===== config.mk =====
export PLATFORM = sky130hd
export DESIGN_NAME = irq_ctrl7
export DESIGN_NICKNAME = d
export VERILOG_FILES = /design/src/rtl/irq_ctrl7.sv
export SDC_FILE = /design/constraint.sdc
export NUM_CORES = 1
export LEC_CHECK = 0
export CORE_MARGIN = 5
export CORE_UTILIZATION = 43
export DETAILED_ROUTE_END_ITERATION = 8
export GPL_ROUTABILITY_DRIVEN = 1
export PLACE_DENSITY = 0.85
export SYNTH_ARGS = -nofsm -noshare
export SYNTH_HDL_FRONTEND = slang
export SYNTH_SLANG_ARGS = --single-unit

===== constraint.sdc =====
create_clock -name c -period 1.3 [get_ports c]
set_input_delay 0.26 -clock c [delete_from_list [all_inputs] [get_ports c]]
set_output_delay 0.26 -clock c [all_outputs]
set_load 0.02 [all_outputs]

===== src/rtl/irq_ctrl7.sv =====
// Seven-line interrupt front-end: pending capture, masking, lowest-number-wins
// selection and an irq/ack/eoi handshake. Optional macro IRQ_SYNC_EN adds a 2-flop req synchronizer.
module irq_ctrl7 #(
  parameter logic [7:1] MASK_RST = 7'h00,
  parameter bit         EDGE     = 1'b1
) (
  input  logic       c,
  input  logic       r,
  input  logic [7:1] req,
  input  logic       mw,
  input  logic [7:1] md,
  input  logic       ack,
  input  logic       eoi,
  output logic       irq,
  output logic [2:0] vec,
  output logic [7:1] pm,
  output logic       busy
);

  typedef enum logic [1:0] {S_IDLE, S_ASSERT, S_SERV} state_t;

  state_t     state;
  logic [7:1] req_s;
  logic [7:1] hist;
  logic [7:1] pend;
  logic [7:1] mask;
  logic [7:1] pend_next;
  logic [7:1] vec_onehot;
  logic [7:1] clr;
  logic [2:0] win;
  logic [1:0] warm_cnt;
  logic       armed;

`ifdef IRQ_SYNC_EN
  localparam logic [1:0] WARM = 2'd3;
  logic [7:1] sync1;
  logic [7:1] sync2;

  always_ff @(posedge c or negedge r) begin
    if (!r) begin
      sync1 <= '0;
      sync2 <= '0;
    end else begin
      sync1 <= req;
      sync2 <= sync1;
    end
  end
  assign req_s = sync2;
`else
  localparam logic [1:0] WARM = 2'd1;
  assign req_s = req;
`endif

  // A line already high when reset is released is not an edge: edge detection
  // stays off until the history register holds a real sample of req.
  assign armed = (warm_cnt == WARM);

  always_ff @(posedge c or negedge r) begin
    if (!r)
      warm_cnt <= '0;
    else if (!armed)
      warm_cnt <= warm_cnt + 2'd1;
  end

  assign pm = pend & ~mask;

  always_comb begin
    win = 3'd0;
    for (int i = 7; i >= 1; i--)
      if (pm[i]) win = 3'(i);
  end

  always_comb begin
    vec_onehot = '0;
    for (int i = 1; i <= 7; i++)
      vec_onehot[i] = (vec == 3'(i));
  end

  assign clr = (state == S_ASSERT && ack) ? vec_onehot : '0;

  // Set is applied after clear so a fresh edge in the ack cycle survives.
  always_comb begin
    if (EDGE)
      pend_next = (pend & ~clr) | (req_s & ~hist & {7{armed}});
    else
      pend_next = req_s;
  end

  always_ff @(posedge c or negedge r) begin
    if (!r) begin
      pend <= '0;
      hist <= '0;
      mask <= MASK_RST;
    end else begin
      pend <= pend_next;
      hist <= req_s;
      if (mw) mask <= md;
    end
  end

  always_ff @(posedge c or negedge r) begin
    if (!r) begin
      state <= S_IDLE;
      irq   <= 1'b0;
      vec   <= 3'd0;
      busy  <= 1'b0;
    end else begin
      case (state)
        S_IDLE: begin
          if (pm != '0) begin
            state <= S_ASSERT;
            irq   <= 1'b1;
            vec   <= win;
          end
        end
        S_ASSERT: begin
          if (ack) begin
            state <= S_SERV;
            irq   <= 1'b0;
            busy  <= 1'b1;
          end
        end
        S_SERV: begin
          if (eoi) begin
            state <= S_IDLE;
            busy  <= 1'b0;
            vec   <= 3'd0;
          end
        end
        default: begin
          state <= S_IDLE;
          irq   <= 1'b0;
          vec   <= 3'd0;
          busy  <= 1'b0;
        end
      endcase
    end
  end

endmodule


==> results.json, run 1 <==
{
  "ys_ff_latch": 30,
  "cts.clk_slew.worst_paths_ns": 0.10,
  "p_per_area_mw_per_mm2": 1706,
  "post-route-period-util_pct": 109.9,
  "synth_mux_area_share_pct": 6.170,
  "drv_cap": 0,
  "io_pins": 31,
  "worstMarginPinSlew_ns": 0.3341,
  "clock_latency_ns": 0.33,
  "r2r_start": "pend[7]$_DFF_PN0_",
  "dieHeight_um": 64.51,
  "synth_area_leaders": "dfrtp_1 (59%), mux2_2 (6.2%), nand2_1 (4.4%), o21ai_0 (4.3%), nand3b_1 (3.5%)",
  "drt_wl_total_um": 3308,
  "fin_skew_ns": 0.01312,
  "core_area_mm2": 0.002805,
  "synthSimpleGateAreaFrac_pct": 16.94,
  "syn_area_per_cell_um2": 11.11,
  "crit_required_ns": 1.51,
  "clock-root-buffer": "clkbuf_4",
  "synth_edf_count": 0,
  "numCtsBuffers": 5,
  "final_common_cell": "dfrtp_1",
  "antenna_found_initial": 0,
  "dieArea_mm2": 0.004161,
  "rsz0062_at_grt": "true",
  "drc": 0,
  "finalSetupViolCount": 10,
  "ys_seq_area_share_pct": 58.77,
  "layout_setup_ws_ns": -0.1285,
  "synth-xor-area-share_pct": 0.6856,
  "drt-vias-per-instance": 5.317,
  "grt_pass1_wl_um": 5499,
  "start_util_pct": 45.54,
  "grt_start_max_net_pins": 31,
  "overflow": 0,
  "fmax_mhz": 700.0,
  "first_iter_violations": 85,
  "via_count": 1074,
  "r2r-end": "irq$_DFFE_PN0P_",
  "syn_area_mm2": 0.001277,
  "ir_drop_mv": 0.9193,
  "die_w_um": 64.51,
  "synthArstFlopShare_pct": 100.0,
  "r2r_cells": 4,
  "cp-start-kind": "register",
  "syn_inst": 115,
  "status": "finished with violations",
  "synth_compound_area_share_pct": 12.73,
  "holdBufCountCts": 0,
  "crit_end": "irq$_DFFE_PN0P_",
  "grt_usage_pct": 17.58,
  "rows": 19,
  "reg2reg_slack_ns": -0.13,
  "num_antenna_cells": 0,
  "wl_per_cell_um": 16.38,
  "synth_largest_area_cell": "dfrtp_1",
  "place_congestion": 0.8992,
  "grt_pass1_vias": 1191,
  "synth_top_area_share_pct": 58.77,
  "worst-path-max-fanout": 4,
  "fin_hold_ws_ns": 0.2795,
  "startpoint": "pend[7]$_DFF_PN0_",
  "dp_cells": 187,
  "dp_hpwl_um": 2365,
  "slew_viol_final": 0,
  "cp-end-kind": "register",
  "cts.path.max_buffers": 2,
  "areaGrowthSynthToFinish_pct": 52.20,
  "ant_nets": 0,
  "htreeDepth": 2,
  "cp.arrival_ns": 1.63,
  "period_minus_slack_ns": 1.429,
  "dp_slack_ns": -0.2666,
  "hp-class": "in2async",
  "yosys_warnings": 0,
  "instances_no_fill": 202,
  "layout_common_cells": "dfrtp_1 (30), buf_4 (20), clkdlybuf4s50_1 (18)",
  "synth_top_family_by_area": "simple AND/OR/NAND/NOR gates",
  "synthFlopType": "dfrtp_1",
  "first_pass_iters": 4,
  "leakagePower_nw": 0.8875,
  "yosysUniqueCellTypes": 31,
  "failed_checks": "negative setup slack",
  "fillers": 205,
  "portBuffers": 30,
  "nNetsFinal": 191,
  "final-hold-violation-count": 0,
  "cts_tree": "built",
  "drive_above_1_share_pct": 42.11,
  "relSlewSlack_pct": 77.72,
  "cts_sinks": 30,
  "path_class": "reg2reg",
  "synth.net_count": 135,
  "synthAdderAreaFrac_pct": 0.9794
}
## power breakdown
group | switching, mW | internal [mW]
logic | 0.747 | 0.780
clock network | 0.314 | 0.194
registers | 0.167 | 1.12
## logic make-up after synthesis
kind of cell	Yosys count
AOI/OAI and AO/OA	24
and+or+nand+nor	40
xor gates and xnor gates	1
buffers and inverters	12
DFF	30
adders and majority gates	1
muxes	7
## worst max-delay path, stage by stage, from the launching register on
cell and delay (ns):
dfrtp_1 0.39, nor2b_4 0.14, or4_4 0.57, nor2_4 0.13, o31ai_1 0.08
## synthesized netlist by cell type (2+ instances only)
library cell / count
dfrtp_1: 30
nand2_1: 15
o21ai_0: 11
inv_1: 7
mux2_2: 7
nand3b_1: 6
nand2b_1: 5
nor2_1: 5
nor2b_1: 3
buf_2: 2
clkbuf_1: 2
o2bb2ai_1: 2
o31ai_1: 2
## metal layers
| layer | up-vias | share of wire [%] | GRT usage, % |
|---|---|---|---|
| met2 | 31 | 52 | 28.99 |
| met3 | 10 | 4.2 | 5.009 |
| met1 | 521 | 41 | 20.33 |
| met4 | 0 | 2.7 | 10.55 |
| li1 | 512 | - | - |
| met5 | - | 0 | 0 |
## sequential cells by signal, indices dropped and copies added, names as in the netlist
name      count
hist          7
irq           1
mask          7
busy          1
warm_cnt      2
vec           3
state         2
pend          7
## cell type report
class                   instances  area (µm²)  share of cell area [%]
flip-flops and latches         30       750.7                   38.61
inverters                       8       37.54                   1.931
multi-input cells              73       581.8                   29.92
repair buffers                 53       488.0                   25.10
well taps                      31       38.79                   1.995
clock inverters                 2       10.01                  0.5148
clock buffers                   5       37.54                   1.931
## repair_timing
action | 4_1_cts | 5_1_grt
setup buffers | 4 | 4
endpoints found under the setup margin | 17 | 23
cloned | 0 | 0
resized for setup | 60 | 22
pin swaps | 2 | 2
## through the flow
step | setup TNS (ns) | utilization [%] | instance area, µm² | power (mW)
6_report | -0.6197 | 69.31 | 1944 | 3.317
5_1_grt | -1.536 | 69.31 | 1944 | 3.514
4_1_cts | -0.6892 | 66.86 | 1876 | 3.158
3_5_place_dp | -3.851 | 62.36 | 1749 | 2.535
3_3_place_gp | -3.197 | 62.36 | 1749 | 2.489
2_1_floorplan | -0.2404 | - | 1303 | 1.884
## how the worst min path moves through the flow
| stage | startpoint | endpoint | slack (ns) |
|---|---|---|---|
| 6_report | r | vec[0]$_DFFE_PN0P_ | 0.28 |
| 4_1_cts | r | vec[0]$_DFFE_PN0P_ | 0.28 |
| 3_3_place_gp | hist[1]$_DFF_PN0_ | pend[1]$_DFF_PN0_ | 0.42 |
| 5_1_grt | r | vec[0]$_DFFE_PN0P_ | 0.29 |
| 3_5_place_dp | hist[1]$_DFF_PN0_ | pend[1]$_DFF_PN0_ | 0.43 |
| 2_1_floorplan | r | busy$_DFFE_PN0P_ | -0.04 |
(Power assumes the default switching activity.)
==> run 2, diff against run 1 <==
CORE_MARGIN = 3   (was 5)
==> results.json, run 2 (synthesis gave the netlist of run 1 again) <==
{
  "p_switching_mw": 1.172,
  "grt_pass1_wl_um": 4685,
  "rsz0062_at_grt": "true",
  "clock-root-buffer": "clkbuf_4",
  "r2r_cells": 3,
  "relSlewSlack_pct": 76.89,
  "failed_checks": "negative setup slack",
  "fillers": 205,
  "path_delay_family": "simple AND/OR/NAND/NOR gates",
  "layout_common_cells": "dfrtp_1 (29), clkdlybuf4s50_1 (18), buf_4 (16)",
  "met1_usage_pct": 19.00,
  "busiest_layer": "met2",
  "worst_path_max_delay_cell": "or4_4",
  "via_count": 1053,
  "ant_nets": 0,
  "final-hold-violation-count": 0,
  "r2r_start": "pend[7]$_DFF_PN0_",
  "nNetsFinal": 186,
  "rows": 19,
  "die_w_um": 60.51,
  "postPlaceCellArea_mm2": 0.001749,
  "startpoint": "pend[7]$_DFF_PN0_",
  "cp-start-kind": "register",
  "seqCellArea_um2": 752.0,
  "hp-class": "in2async",
  "power.internal_mw": 2.441,
  "dp_cells": 187,
  "met2_usage_pct": 30.09,
  "first_pass_iters": 4,
  "layout_setup_ws_ns": -0.1273,
  "io_pins": 31,
  "netSwitchingFraction_pct": 32.44,
  "cts_tree": "built",
  "post-route-period-util_pct": 109.8,
  "drt-vias-per-instance": 5.318,
  "multi_input_area_um2": 549.3,
  "postLayoutCoreUtil_pct": 68.87,
  "drv_cap": 0,
  "p_per_area_mw_per_mm2": 1870,
  "use_met3_pct": 6.170,
  "clockPowerShare_pct": 27.0,
  "finalSetupViolCount": 10,
  "grt_pass1_vias": 1095,
  "dieArea_mm2": 0.003661,
  "path_buf_inv": 0,
  "dp_hpwl_um": 2183,
  "slew_viol_final": 0,
  "cts_sinks": 30,
  "cpPeakStageDelay_ns": 0.57,
  "cts.clk_slew.worst_paths_ns": 0.09,
  "wl_per_cell_um": 15.39,
  "dp_slack_ns": -0.2597,
  "fin_area_mm2": 0.001932,
  "drt_wl_total_um": 3047,
  "status": "finished with violations",
  "fin_hold_ws_ns": 0.2720,
  "dieHeight_um": 60.51,
  "drive_above_1_share_pct": 38.32,
  "p_total_mw": 3.612,
  "clock_latency_ns": 0.34,
  "num_antenna_cells": 0,
  "leakagePower_nw": 0.8803,
  "path_class": "reg2reg",
  "instances_no_fill": 198,
  "fin_skew_ns": 0.006520,
  "grt_start_max_net_pins": 31,
  "cp-end-kind": "register",
  "grt_usage_pct": 18.19,
  "core_area_mm2": 0.002805,
  "cp.arrival_ns": 1.66,
  "cp.depth": 3,
  "worst-path-max-fanout": 4,
  "cts.path.max_buffers": 2,
  "tns_ns": -0.6266,
  "antenna_found_initial": 0,
  "period_minus_slack_ns": 1.427,
  "crit_required_ns": 1.53,
  "p_seq_share_pct": 35.8,
  "drc": 0,
  "final_common_cell": "dfrtp_1",
  "worstMarginPinSlew_ns": 0.3455,
  "areaGrowthSynthToFinish_pct": 51.22,
  "overflow": 0,
  "htreeDepth": 2,
  "numCtsBuffers": 5,
  "ir_drop_mv": 0.9739,
  "fmax_mhz": 700.6,
  "combPwrFrac_pct": 37.1,
  "top_regs": "hist x7, mask x7, pend x7",
  "portBuffers": 30,
  "start_util_pct": 45.54,
  "place_congestion": 0.8769,
  "first_iter_violations": 38,
  "path_cells": "nor2b_4 -> or4_4 -> a22o_1"
}
## run 2: cell count changes in the layout (fill, tap and decap cells not counted), sizes merged
cell,previous run,this run
clkdlybuf4s15,2,3
clkinv,2,0
bufinv,0,2
buf,30,25
## run 2: worst paths after layout
| path | end | slack (ns) |
|---|---|---|
| max reg2reg | vec[2]$_DFFE_PN0P_ | -0.13 |
| max in group asynchronous | state[1]$_DFFE_PN0P_ | 0.86 |
| max | vec[2]$_DFFE_PN0P_ | -0.13 |
| min in group c | hist[6]$_DFF_PN0_ | 0.39 |
| min | mask[1]$_DFFE_PN0P_ | 0.27 |
| min reg2reg | pend[1]$_DFF_PN0_ | 0.46 |
## run 2: final cells by class
| class | count | area share, % |
|---|---|---|
| Clock buffer | 6 | 2.655 |
| Clock inverter | 2 | 3.109 |
| Inverter | 8 | 1.684 |
| Multi-Input combinational cell | 73 | 28.43 |
| Sequential cell | 30 | 38.92 |
| Tap cell | 31 | 2.008 |
| Timing Repair Buffer | 48 | 23.19 |
## run 2: repair_timing
| item | CTS | global route |
|---|---|---|
| buffers inserted | 1 | 2 |
| endpoints found under the setup margin | 16 | 18 |
| gates resized for setup | 62 | 7 |
| pin swaps | 1 | 0 |
| gates cloned | 0 | 0 |
| hold buffers | 0 | 0 |
## run 2: power by group through the flow
stage	sequential, mW	combinational, mW	clock [mW]
finish	1.29	1.34	0.977
global route	1.31	1.44	1.03
CTS	1.29	1.30	0.997
detailed placement	1.29	1.24	0
global placement	1.27	1.20	0
floorplan	1.32	0.562	0
## run 2: per-layer routing
| layer | wire (µm) | vias to the layer above |
|---|---|---|
| met5 | 0 | - |
| met4 | 103 | 0 |
| met3 | 133 | 11 |
| met2 | 1593 | 31 |
| met1 | 1217 | 512 |
| li1 | - | 499 |
## run 2: worst reg2reg max path, stage by stage (launching register included)
cell     delay (ns)
dfrtp_1        0.39
nor2b_4        0.14
or4_4          0.57
a22o_1         0.22
==> run 3, diff against run 2 <==
CORE_UTILIZATION = 50   (was 43)
DONT_BUFFER_PORTS = 1   (was unset)
PLACE_DENSITY = 0.79   (was 0.85)
==> results.json, run 3 (synthesis gave the netlist of run 1 again) <==
{
  "path_buf_inv": 0,
  "cp-end-kind": "register",
  "fmax_mhz": 687.9,
  "fin_hold_ws_ns": 0.02043,
  "place_congestion": 0.8910,
  "cts.path.max_buffers": 2,
  "first_pass_iters": 4,
  "portBuffers": 0,
  "finalSetupViolCount": 7,
  "p_per_area_mw_per_mm2": 1886,
  "holdPathEnd": "state[0]$_DFFE_PN0P_",
  "cts.clk_slew.worst_paths_ns": 0.09,
  "worstMarginPinSlew_ns": 0.3528,
  "multi_input_area_um2": 551.8,
  "instances_no_fill": 175,
  "areaGrowthSynthToFinish_pct": 35.65,
  "final-hold-violation-count": 0,
  "nNetsFinal": 167,
  "overflow": 0,
  "grt_usage_pct": 20.98,
  "hold_path_depth": 1,
  "tns_ns": -0.7096,
  "drc": 0,
  "r2r_cells": 3,
  "path_delay_family": "simple AND/OR/NAND/NOR gates",
  "core_area_mm2": 0.002318,
  "hold_start": "ack",
  "top_regs": "hist x7, mask x7, pend x7",
  "relSlewSlack_pct": 76.11,
  "layout_common_cells": "dfrtp_1 (28), nand2_1 (14), buf_4 (13)",
  "clockPowerShare_pct": 23.2,
  "wl_per_cell_um": 17.58,
  "netSwitchingFraction_pct": 35.00,
  "start_util_pct": 55.10,
  "worst-path-max-fanout": 3,
  "cpPeakStageDelay_ns": 0.56,
  "p_seq_share_pct": 41.7,
  "layout_setup_ws_ns": -0.1538,
  "antenna_found_initial": 0,
  "crit_required_ns": 1.52,
  "hp-class": "in2reg",
  "leakagePower_nw": 0.7874,
  "htreeDepth": 2,
  "rows": 17,
  "dp_slack_ns": -0.1540,
  "seqCellArea_um2": 753.2,
  "r2r_start": "pend[7]$_DFF_PN0_",
  "post-route-period-util_pct": 111.8,
  "slew_viol_final": 0,
  "p_switching_mw": 1.144,
  "fillers": 151,
  "dp_hpwl_um": 2080,
  "ir_drop_mv": 1.155,
  "status": "finished with violations",
  "failed_checks": "negative setup slack",
  "die_w_um": 56.55,
  "rsz0062_at_grt": "true",
  "drv_cap": 0,
  "fin_skew_ns": 0.002018,
  "r2r-end": "vec[2]$_DFFE_PN0P_",
  "dp_cells": 156,
  "power.internal_mw": 2.124,
  "clock_latency_ns": 0.33,
  "drt-vias-per-instance": 5.583,
  "worst_path_max_delay_cell": "or4_4",
  "io_pins": 31,
  "cts_sinks": 30,
  "first_iter_violations": 48,
  "via_count": 977,
  "period_minus_slack_ns": 1.454,
  "final_common_cell": "dfrtp_1",
  "numCtsBuffers": 5,
  "num_antenna_cells": 0,
  "combPwrFrac_pct": 35.1,
  "ant_nets": 0,
  "grt_pass1_vias": 1072,
  "cp.arrival_ns": 1.67,
  "path_cells": "nor2b_4 -> or4_4 -> a22o_1",
  "reg2reg_slack_ns": -0.15,
  "grt_start_max_net_pins": 31,
  "grt_pass1_wl_um": 4954,
  "dieArea_mm2": 0.003197,
  "cts_tree": "built",
  "path_class": "reg2reg",
  "drt_wl_total_um": 3076,
  "clock-root-buffer": "clkbuf_4",
  "drive_above_1_share_pct": 38.10,
  "cp-start-kind": "register",
  "dieHeight_um": 56.55
}
==> run 3: how the worst max path moves through the flow <==
stage                                  from            endpoint  slack (ns)  cells past startpoint
after global routing      pend[7]$_DFF_PN0_  vec[0]$_DFFE_PN0P_       -0.19                      4
final                     pend[7]$_DFF_PN0_  vec[2]$_DFFE_PN0P_       -0.15                      3
after global placement    pend[7]$_DFF_PN0_     irq$_DFFE_PN0P_       -0.08                      4
after floorplan           pend[7]$_DFF_PN0_  vec[2]$_DFFE_PN0P_       -0.07                      3
after CTS                 pend[7]$_DFF_PN0_  vec[2]$_DFFE_PN0P_       -0.13                      3
after detailed placement  pend[7]$_DFF_PN0_     irq$_DFFE_PN0P_       -0.15                      4
==> run 3: stage by stage <==
step                      area [µm²]  total power [mW]  utilization [%]
after floorplan                 1303             1.884                -
final                           1733             3.268            74.74
after global placement          1448             2.207            62.44
after detailed placement        1448             2.257            62.44
after global routing            1733             3.422            74.74
after CTS                       1685             3.155            72.69
==> run 3: timing repair <==
| item | CTS | global route |
|---|---|---|
| gates cloned | 0 | 0 |
| gates resized for setup | 16 | 10 |
| pin swaps | 1 | 1 |
| buffers inserted | 1 | 2 |
| hold endpoints to repair | 37 | 0 |
| endpoints found under the setup margin | 12 | 14 |
| hold buffers | 9 | 0 |
==> run 3: layer usage <==
metal | GRT usage (%) | up-vias | part of all wire (%)
li1 | - | 458 | -
met1 | 22.79 | 480 | 39
met2 | 35.48 | 31 | 53
met3 | 8.506 | 8 | 6.0
met4 | 9.492 | 0 | 1.7
met5 | 0 | - | 0
==> run 3: power groups by stage <==
stage | Combinational (mW) | Sequential, mW | Clock [mW]
final | 1.15 | 1.36 | 0.758
after global routing | 1.23 | 1.39 | 0.809
after CTS | 1.03 | 1.35 | 0.773
after detailed placement | 0.908 | 1.35 | 0
after global placement | 0.872 | 1.33 | 0
after floorplan | 0.562 | 1.32 | 0
==> run 3: layout make-up <==
type / count / area share, %
clock inverters: 1 / 1.733
inverters: 8 / 2.022
repair buffers: 29 / 15.96
flip-flops and latches: 30 / 43.47
clock buffers: 6 / 2.960
well taps: 28 / 2.022
multi-input cells: 73 / 31.84
